## src/rtl/spi_sclk_generator.sv

```systemverilog
// spi_sclk_generator
//   SPI serial-clock generator. Produces a burst of programmable length with
//   runtime CPOL/CPHA, one-cycle sample/shift strobes aligned to the visible
//   SCLK edges, a completed-sample counter and a one-cycle done pulse.
//
//   Optional build macro: SPI_SCLK_CONTINUOUS_EN
//     When defined, a burst request seen in DONE restarts RUN directly, giving
//     back-to-back bursts with no READY cycle in between.
//
//   state    | meaning
//   ---------+---------------------------------------------------------------
//   ST_RESET | just left reset; outputs quiet, moves to READY next cycle
//   ST_READY | idle, o_sclk at cpol; accepts cfg writes and burst requests
//   ST_RUN   | burst in progress; divider running, SCLK toggling
//   ST_DONE  | final edge has been emitted; o_done high for this one cycle

module spi_sclk_generator #(
    parameter int DIV_W = 8,
    parameter int CNT_W = 6
) (
    input  logic             i_clk,
    input  logic             i_rst_n,
    input  logic             i_cfg_wr,
    input  logic [DIV_W-1:0] i_half_period,
    input  logic [CNT_W-1:0] i_num_bits,
    input  logic             i_cpol,
    input  logic             i_cpha,
    input  logic             i_start_n,
    output logic             o_ready,
    output logic             o_busy,
    output logic             o_sclk,
    output logic             o_sample,
    output logic             o_shift,
    output logic [CNT_W-1:0] o_bit_count,
    output logic             o_done
);

    // Edge counter is one bit wider than the bit count so 2*max_bits fits.
    localparam int EW = CNT_W + 1;

    typedef enum logic [1:0] {
        ST_RESET = 2'd0,
        ST_READY = 2'd1,
        ST_RUN   = 2'd2,
        ST_DONE  = 2'd3
    } state_t;

    state_t           state_q;
    state_t           state_d;

    logic [DIV_W-1:0] half_q;
    logic [CNT_W-1:0] bits_q;
    logic             cpol_q;
    logic             cpha_q;

    logic [DIV_W-1:0] div_cnt_q;
    logic [EW-1:0]    edge_cnt_q;
    logic             sclk_q;
    logic             sample_q;
    logic             shift_q;
    logic [CNT_W-1:0] bit_count_q;
    logic             done_q;

    logic             load_cfg;
    logic             begin_run;
    logic             start_req;
    logic             tick;
    logic [DIV_W-1:0] half_m1;
    logic [DIV_W-1:0] cfg_half_eff;
    logic [EW-1:0]    edge_k;
    logic [EW-1:0]    total_edges;
    logic             last_edge;
    logic             is_sample;
    logic             is_shift;

    assign start_req    = ~i_start_n;

    // A zero half period would stall the divider, so it is stored as 1.
    assign cfg_half_eff = (i_half_period == '0) ? DIV_W'(1) : i_half_period;

    assign half_m1      = half_q - DIV_W'(1);
    assign tick         = (state_q == ST_RUN) && (div_cnt_q == half_m1);

    // edge_k is the 1-based number of the edge about to be emitted on a tick.
    assign edge_k       = edge_cnt_q + EW'(1);
    assign total_edges  = {bits_q, 1'b0};
    assign last_edge    = (edge_k == total_edges);

    // Odd edges are leading, even edges trailing. With cpha=0 the final
    // trailing edge has no bit left to shift out, so it gets no shift strobe.
    assign is_sample    = cpha_q ? ~edge_k[0] : edge_k[0];
    assign is_shift     = cpha_q ?  edge_k[0] : (~edge_k[0] & ~last_edge);

    // State register.
    always_ff @(posedge i_clk) begin
        if (!i_rst_n) begin
            state_q <= ST_RESET;
        end else begin
            state_q <= state_d;
        end
    end

    // Next-state decode plus the cfg-load and burst-start qualifiers.
    always_comb begin
        state_d   = state_q;
        load_cfg  = 1'b0;
        begin_run = 1'b0;
        unique case (state_q)
            ST_RESET: begin
                state_d = ST_READY;
            end
            ST_READY: begin
                // A cfg write wins over a simultaneous start; the start is dropped.
                if (i_cfg_wr) begin
                    load_cfg = 1'b1;
                end else if (start_req && (bits_q != '0)) begin
                    begin_run = 1'b1;
                    state_d   = ST_RUN;
                end
            end
            ST_RUN: begin
                if (tick && last_edge) begin
                    state_d = ST_DONE;
                end
            end
            ST_DONE: begin
`ifdef SPI_SCLK_CONTINUOUS_EN
                if (start_req) begin
                    begin_run = 1'b1;
                    state_d   = ST_RUN;
                end else begin
                    state_d = ST_READY;
                end
`else
                state_d = ST_READY;
`endif
            end
            default: begin
                state_d = ST_RESET;
            end
        endcase
    end

    // Configuration registers; only written from READY so a burst never sees a change.
    always_ff @(posedge i_clk) begin
        if (!i_rst_n) begin
            half_q <= DIV_W'(1);
            bits_q <= CNT_W'(8);
            cpol_q <= 1'b0;
            cpha_q <= 1'b0;
        end else if (load_cfg) begin
            half_q <= cfg_half_eff;
            bits_q <= i_num_bits;
            cpol_q <= i_cpol;
            cpha_q <= i_cpha;
        end
    end

    // Half-period divider and edge counter.
    always_ff @(posedge i_clk) begin
        if (!i_rst_n) begin
            div_cnt_q  <= '0;
            edge_cnt_q <= '0;
        end else if (begin_run) begin
            div_cnt_q  <= '0;
            edge_cnt_q <= '0;
        end else if (state_q == ST_RUN) begin
            if (tick) begin
                div_cnt_q  <= '0;
                edge_cnt_q <= edge_k;
            end else begin
                div_cnt_q  <= div_cnt_q + DIV_W'(1);
            end
        end
    end

    // SCLK and its edge strobes, registered together so the strobe marks the
    // cycle in which the new SCLK level is first visible.
    always_ff @(posedge i_clk) begin
        if (!i_rst_n) begin
            sclk_q   <= 1'b0;
            sample_q <= 1'b0;
            shift_q  <= 1'b0;
        end else begin
            sample_q <= 1'b0;
            shift_q  <= 1'b0;
            if (load_cfg) begin
                sclk_q <= i_cpol;
            end else if (tick) begin
                sclk_q   <= ~sclk_q;
                sample_q <= is_sample;
                shift_q  <= is_shift;
            end
        end
    end

    // Completed-sample counter, moving in step with the sample strobe.
    always_ff @(posedge i_clk) begin
        if (!i_rst_n) begin
            bit_count_q <= '0;
        end else if (begin_run) begin
            bit_count_q <= '0;
        end else if (tick && is_sample && (bit_count_q < bits_q)) begin
            bit_count_q <= bit_count_q + CNT_W'(1);
        end
    end

    // Done pulse, high exactly in the DONE cycle.
    always_ff @(posedge i_clk) begin
        if (!i_rst_n) begin
            done_q <= 1'b0;
        end else begin
            done_q <= (state_q == ST_RUN) && (state_d == ST_DONE);
        end
    end

    assign o_ready     = (state_q == ST_READY);
    assign o_busy      = (state_q == ST_RUN);
    assign o_sclk      = sclk_q;
    assign o_sample    = sample_q;
    assign o_shift     = shift_q;
    assign o_bit_count = bit_count_q;
    assign o_done      = done_q;

endmodule

```

## config.mk

```make
export PLATFORM = sky130hd
export DESIGN_NAME = spi_sclk_generator
export DESIGN_NICKNAME = d
export VERILOG_FILES = /design/src/rtl/spi_sclk_generator.sv
export SDC_FILE = /design/constraint.sdc
export NUM_CORES = 1
export LEC_CHECK = 0
export ABC_AREA = 1
export BUFFER_PORTS_ARGS = -buffer_cell sky130_fd_sc_hd__buf_4
export CAP_MARGIN = 20
export CORE_MARGIN = 2
export CORE_UTILIZATION = 52
export CTS_CLUSTER_SIZE = 14
export DETAILED_ROUTE_END_ITERATION = 16
export PLACE_DENSITY = 0.76
export SYNTH_ARGS = -nofsm -noshare
export SYNTH_HDL_FRONTEND = slang
export SYNTH_SLANG_ARGS = --single-unit
```

## constraint.sdc

```tcl
create_clock -name i_clk -period 1.83 [get_ports i_clk]
set_input_delay 0.183 -clock i_clk [delete_from_list [all_inputs] [get_ports i_clk]]
set_output_delay 0.183 -clock i_clk [all_outputs]
set_load 0.02 [all_outputs]
```

* Word-level counts from Yosys, hierarchy flattened
Index checks and enable logic that the tools add are counted.
** Cells by class
- Bitwise gates (word level) :: 7
- Shift operators :: 0
- Equal/unequal tests :: 6
- $lt $le $gt $ge :: 1
- Add/sub/neg operators :: 4
- Reductions and logical operators :: 14
- $mul :: 0
- Divide/modulo/power cells :: 0
- Multiplexer cells :: 15
** Operators with widths (number)
- 8-bit 2-to-1 mux :: 2
- 1-bit 2-to-1 mux :: 9
- 8-bit by 1-bit adder with 8-bit output (second input constant) :: 1
- 8-bit == test :: 1
- 8-bit logical NOT :: 1
- 8-bit by 1-bit subtractor with 8-bit output (second input constant) :: 1
- 7-bit by 1-bit adder with 7-bit output (second input constant) :: 1
- 7-bit == test :: 1
- 6-bit by 1-bit adder with 6-bit output (second input constant) :: 1
- 2-bit == test (second input constant) :: 3
- 1-bit logical AND :: 6
- 6-bit less-than comparator :: 1
- 2-bit 2-to-1 mux :: 3
- 1-bit NOT :: 6
- 2-bit one-hot mux with 3 select lines :: 1
- 6-bit nonzero test :: 1
- 2-bit OR reduction :: 2
- 3-bit OR reduction :: 1
- 2-bit by 1-bit == test with 1-bit output (second input constant) :: 1
- 2-bit logical NOT :: 1
- 2-bit AND reduction :: 1
- 2-bit nonzero test :: 1
- 1-bit bitwise AND :: 1
** Storage, ports and cells
- Bits in writable memories :: 0
- Latch bits :: 0
- Bits in read-only memories :: 0
- Output and inout port bits :: 12
- Register bits :: 42
- Memories :: 0
- Bits of input ports :: 20
- Word-level logic and storage cells :: 58

* Logic depth before layout (Yosys ltp)
- Depth after elaboration :: 8
- Gate-level depth with buffers :: 17
- Gate-level depth less buffers :: 17

* Worst setup path after synthesis
Ideal clock, no wire load.
- Path kind :: register -> register
- From :: register state_q[0]
- To :: register bit_count_q[0] (netlist: o_bit_count[0])
- Path buffers :: 1
- Library setup time :: 67 ps
- Arrival :: 1769 ps
- Period minus slack after synthesis :: 1837 ps
- Required time :: 1763 ps
- Slack :: -7 ps
- Cell stages (with the launch flop) :: 13
- Cells stage by stage :: dfxtp_1 -> inv_1 -> ha_1 -> clkbuf_2 -> nand3_1 -> nor2_1 -> nand3_1 -> nor2_1 -> nand3_2 -> nor2_2 -> nand2_1 -> or2_0 -> a21oi_2
** Between the ends
- Cells in the longest elaborated chain, start to end :: 4
- Elaborated cells on any way between the ends :: 7
- Those cells by class :: 2 x eq/ne; 1 x mux; 4 x reduce/logical
** Ends and longest elaborated chain
- start: declaration :: RTL line 48 : state_t state_q;
- start signal: assignment :: RTL line 99 : state_q <= state_d;
- 2-bit == test
- via o_busy :: RTL line 30 : output logic o_busy,
- 1-bit logical AND :: RTL line 82 : assign tick = (state_q == ST_RUN) && (div_cnt_q == half_m1);
- 1-bit logical AND (2 in a row) :: RTL line 203 : end else if (tick && is_sample && (bit_count_q < bits_q)) begin
- end signal: assignment :: RTL line 204 : bit_count_q <= bit_count_q + CNT_W'(1);
- end: declaration :: RTL line 61 : logic [CNT_W-1:0] bit_count_q;
The timed path passes the listed nets, and every way through them passes these cells.
A chain may end at the register's enable or synchronous reset.

* Worst setup path after layout
- From :: register half_q[0]
- To :: register bit_count_q[2] (netlist: o_bit_count[2])
** Between the ends
- Cells in the longest elaborated chain, start to end :: 5
** Ends and longest elaborated chain
- start: declaration :: RTL line 51 : logic [DIV_W-1:0] half_q;
- start signal: assignment :: RTL line 152 : half_q <= cfg_half_eff;
- 8-bit by 1-bit subtractor with 8-bit output :: RTL line 81 : assign half_m1 = half_q - DIV_W'(1);
- 8-bit == test :: RTL line 82
- 1-bit logical AND :: RTL line 82
- 1-bit logical AND (2 in a row) :: RTL line 203
No other way between the ends.

==> out/metrics.json <==
{
  "outcome": "finished with violations",
  "violated_checks": "negative setup slack",
  "gp_routability_congestion": 0.8579,
  "crit_path_required_time_ns": 2.05,
  "synthTopCellsByCount": "nand2_1, nor2_1, dfxtp_1",
  "tritoncts": "built",
  "antenna_found_initial": 0,
  "dieArea_sq_um": 5342,
  "timing.final.setup_violations": 1,
  "final_critical_path_setup_slack_ns": -0.002147,
  "vias": 2564,
  "grtUsageTotal_pct": 25.74,
  "grt_max_degree": 25,
  "drc": 0,
  "clock_sinks": 42,
  "mappedNetlistNets": 382,
  "finalCritPeriodShare_pct": 100.1,
  "first_pass_iters": 4,
  "ys_seq_elements": 42,
  "detailed_place.area_sq_um": 2923,
  "io_buffers": 31,
  "io_pins": 32,
  "slew_violations": 0,
  "timing.setup.critical_path_class": "register to register",
  "yosysWarningCount": 0,
  "critPathArrivalTime_ns": 2.05,
  "drt_first_iter_violations": 170,
  "tightest_slew_margin_relative_to_the_limit_pct": 75.30,
  "die-height_microns": 73.09,
  "cts-hold-fix-buffers": 0,
  "synthFlopType": "dfxtp_1",
  "synth_enable_flop_cells": 0,
  "biggest_area_consumer_among_synthesized_cells": "dfxtp_1",
  "area_growth_pct": 29.89,
  "drtAntennaViolNets": 0,
  "worst_r2r_path_depth": 15,
  "yosysMostFrequentCell": "nand2_1",
  "finish.instance_area_sq_um": 3224,
  "n_antenna_cell": 0,
  "hold_path.class": "input pin to register",
  "power.density_cell_area_nw_per_um2": 1140,
  "globalRouteOverflowTotal": 0,
  "synth.avg_cell_area_sq_um": 7.072,
  "synthDistinctLibCells": 40,
  "vias_in_the_first_global_route": 2313,
  "synth.area.top_cells": "dfxtp_1, nand2_1, nor2_1",
  "power.static_leakage_nw": 1.388,
  "dp_hpwl_mm": 4.819,
  "finish.net_count": 441,
  "final_wirelength_mm": 6.682,
  "utilization_pct": 69.18,
  "critical_path_peak_fanout": 5,
  "hold_violations": 0,
  "floorplan.initialDensity_pct": 53.26,
  "synth_top_area_share_pct": 33.87,
  "fp.coreArea_sq_um": 4661,
  "synth_seq_area_share_pct": 33.87,
  "placement_rows": 25,
  "crit_path_start_kind": "register",
  "cts_inserted_buffers": 5,
  "syn-cell-area_sq_um": 2482,
  "drv_cap": 0,
  "rsz0062_at_grt": "true",
  "synth_cells": 351,
  "post-route-min-period_ns": 1.832,
  "ctsHtreeMaxLevel": 2,
  "die-width_microns": 73.09,
  "clk_pin_slew_worst_paths_ns": 0.07,
  "root_buffer": "clkbuf_8",
  "fin_skew_ns": 0.005282,
  "proportion_of_layout_cells_with_a_drive_suffix_above_1_pct": 30.49,
  "transition_time_at_the_pin_with_the_least_slew_margin_ns": 0.3683,
  "async_flop_share_pct": 0,
  "clock_latency_ns": 0.29,
  "detail_route.wl_per_cell_microns": 14.40,
  "end_kind": "register",
  "wire_length_of_the_first_global_routing_pass_mm": 10.43,
  "clockBufferDepth": 2,
  "hold_slack_ns": 0.1160,
  "vias_per_cell": 5.526,
  "worst_ir_drop_vdd_mv": 0.6440,
  "hold_depth": 3,
  "fmax_mhz": 545.8
}
-- cell usage in the layout, fill, tap and decap left out, types with 8 or more instances in the layout --
cell type / count
nand2_1: 59
nand3_1: 20
inv_1: 30
dfxtp_1: 37
o21ai_0: 21
ha_1: 8
nor2_2: 9
nor2_1: 35
nand4_1: 11
a21oi_1: 25
buf_4: 57
nand2_2: 9
-- worst paths after layout --
kind	startpoint	endpoint	slack, ns
hold / removal	i_num_bits[3]	bits_q[3]	0.12
setup / recovery	half_q[0]	o_bit_count[2]	-0.002
hold reg to reg	half_q[1]	half_q[1]	0.49
setup reg to reg	half_q[0]	o_bit_count[2]	-0.002
-- logic make-up (layout without fill, tap and decap cells) --
logic type | count (synthesis) | count (layout) | share of synthesized area [%]
flip-flops | 42 | 42 | 33.87
AO/OA/AOI/OAI | 64 | 64 | 14.16
buffers and inverters | 45 | 104 | 7.156
AND/OR/NAND/NOR | 171 | 171 | 31.15
adder cells (fa/ha/maj) | 11 | 11 | 5.544
XOR/XNOR | 18 | 18 | 8.115
-- flip-flops by register name, summed over array words and instances, names as in the netlist --
signal and flops:
half_q 8, cpha_q 1, div_cnt_q 8, o_sample 1
o_sclk 1, o_bit_count 6, bits_q 6, o_done 1
edge_cnt_q 7, o_shift 1, state_q 2
-- repair_timing --
action,in CTS,in global routing
resized for setup,17,39
buffers inserted,3,3
pin swaps,10,16
setup endpoints to repair,10,26
-- stage by stage --
stage / power, mW / instances / setup slack, ns / TNS, ns
floorplan: 2.293 / 351 / 0.04378 / 0
global placement: 2.714 / 452 / 0.01015 / 0
detailed placement: 2.765 / 452 / -0.06436 / -0.1992
finish: 3.677 / 464 / -0.002147 / -0.002147
global route: 3.942 / 464 / -0.1415 / -1.012
CTS: 3.458 / 462 / -0.03445 / -0.04240
-- layout make-up --
type,instances,area (sq um)
fill,403,1436
inverter,38,142.6
tap,54,67.56
timing repair buffer,59,450.4
multi-input combinational,264,1640
clock buffer,7,76.32
sequential,42,847.1
-- where the power goes --
part	switching, mW	leakage (nW)	total (mW)	internal, mW
registers	0.161	0.342	1.24	1.08
clock network	0.303	0.0383	0.566	0.263
logic	1.09	1.01	1.87	0.789
-- critical path, stage by stage (launching register included) --
cell	delay, ns
dfxtp_2	0.34
inv_2	0.05
ha_4	0.17
inv_2	0.05
nand2_2	0.05
nand2_1	0.07
nand2_1	0.06
nand2_2	0.09
buf_6	0.10
nand3_2	0.08
nor2_2	0.08
nand3_1	0.09
nor2_2	0.18
buf_6	0.13
nand4_1	0.07
a21oi_1	0.14
-- metal layers --
layer / wire length [microns] / GRT usage [%] / vias up
met5: 0 / 0 / -
met4: 147 / 8.436 / 0
met3: 358 / 5.939 / 13
met2: 3200 / 42.74 / 85
met1: 2975 / 32.85 / 1182
li1: - / - / 1284
No activity file was read; power rests on OpenSTA's default activity.
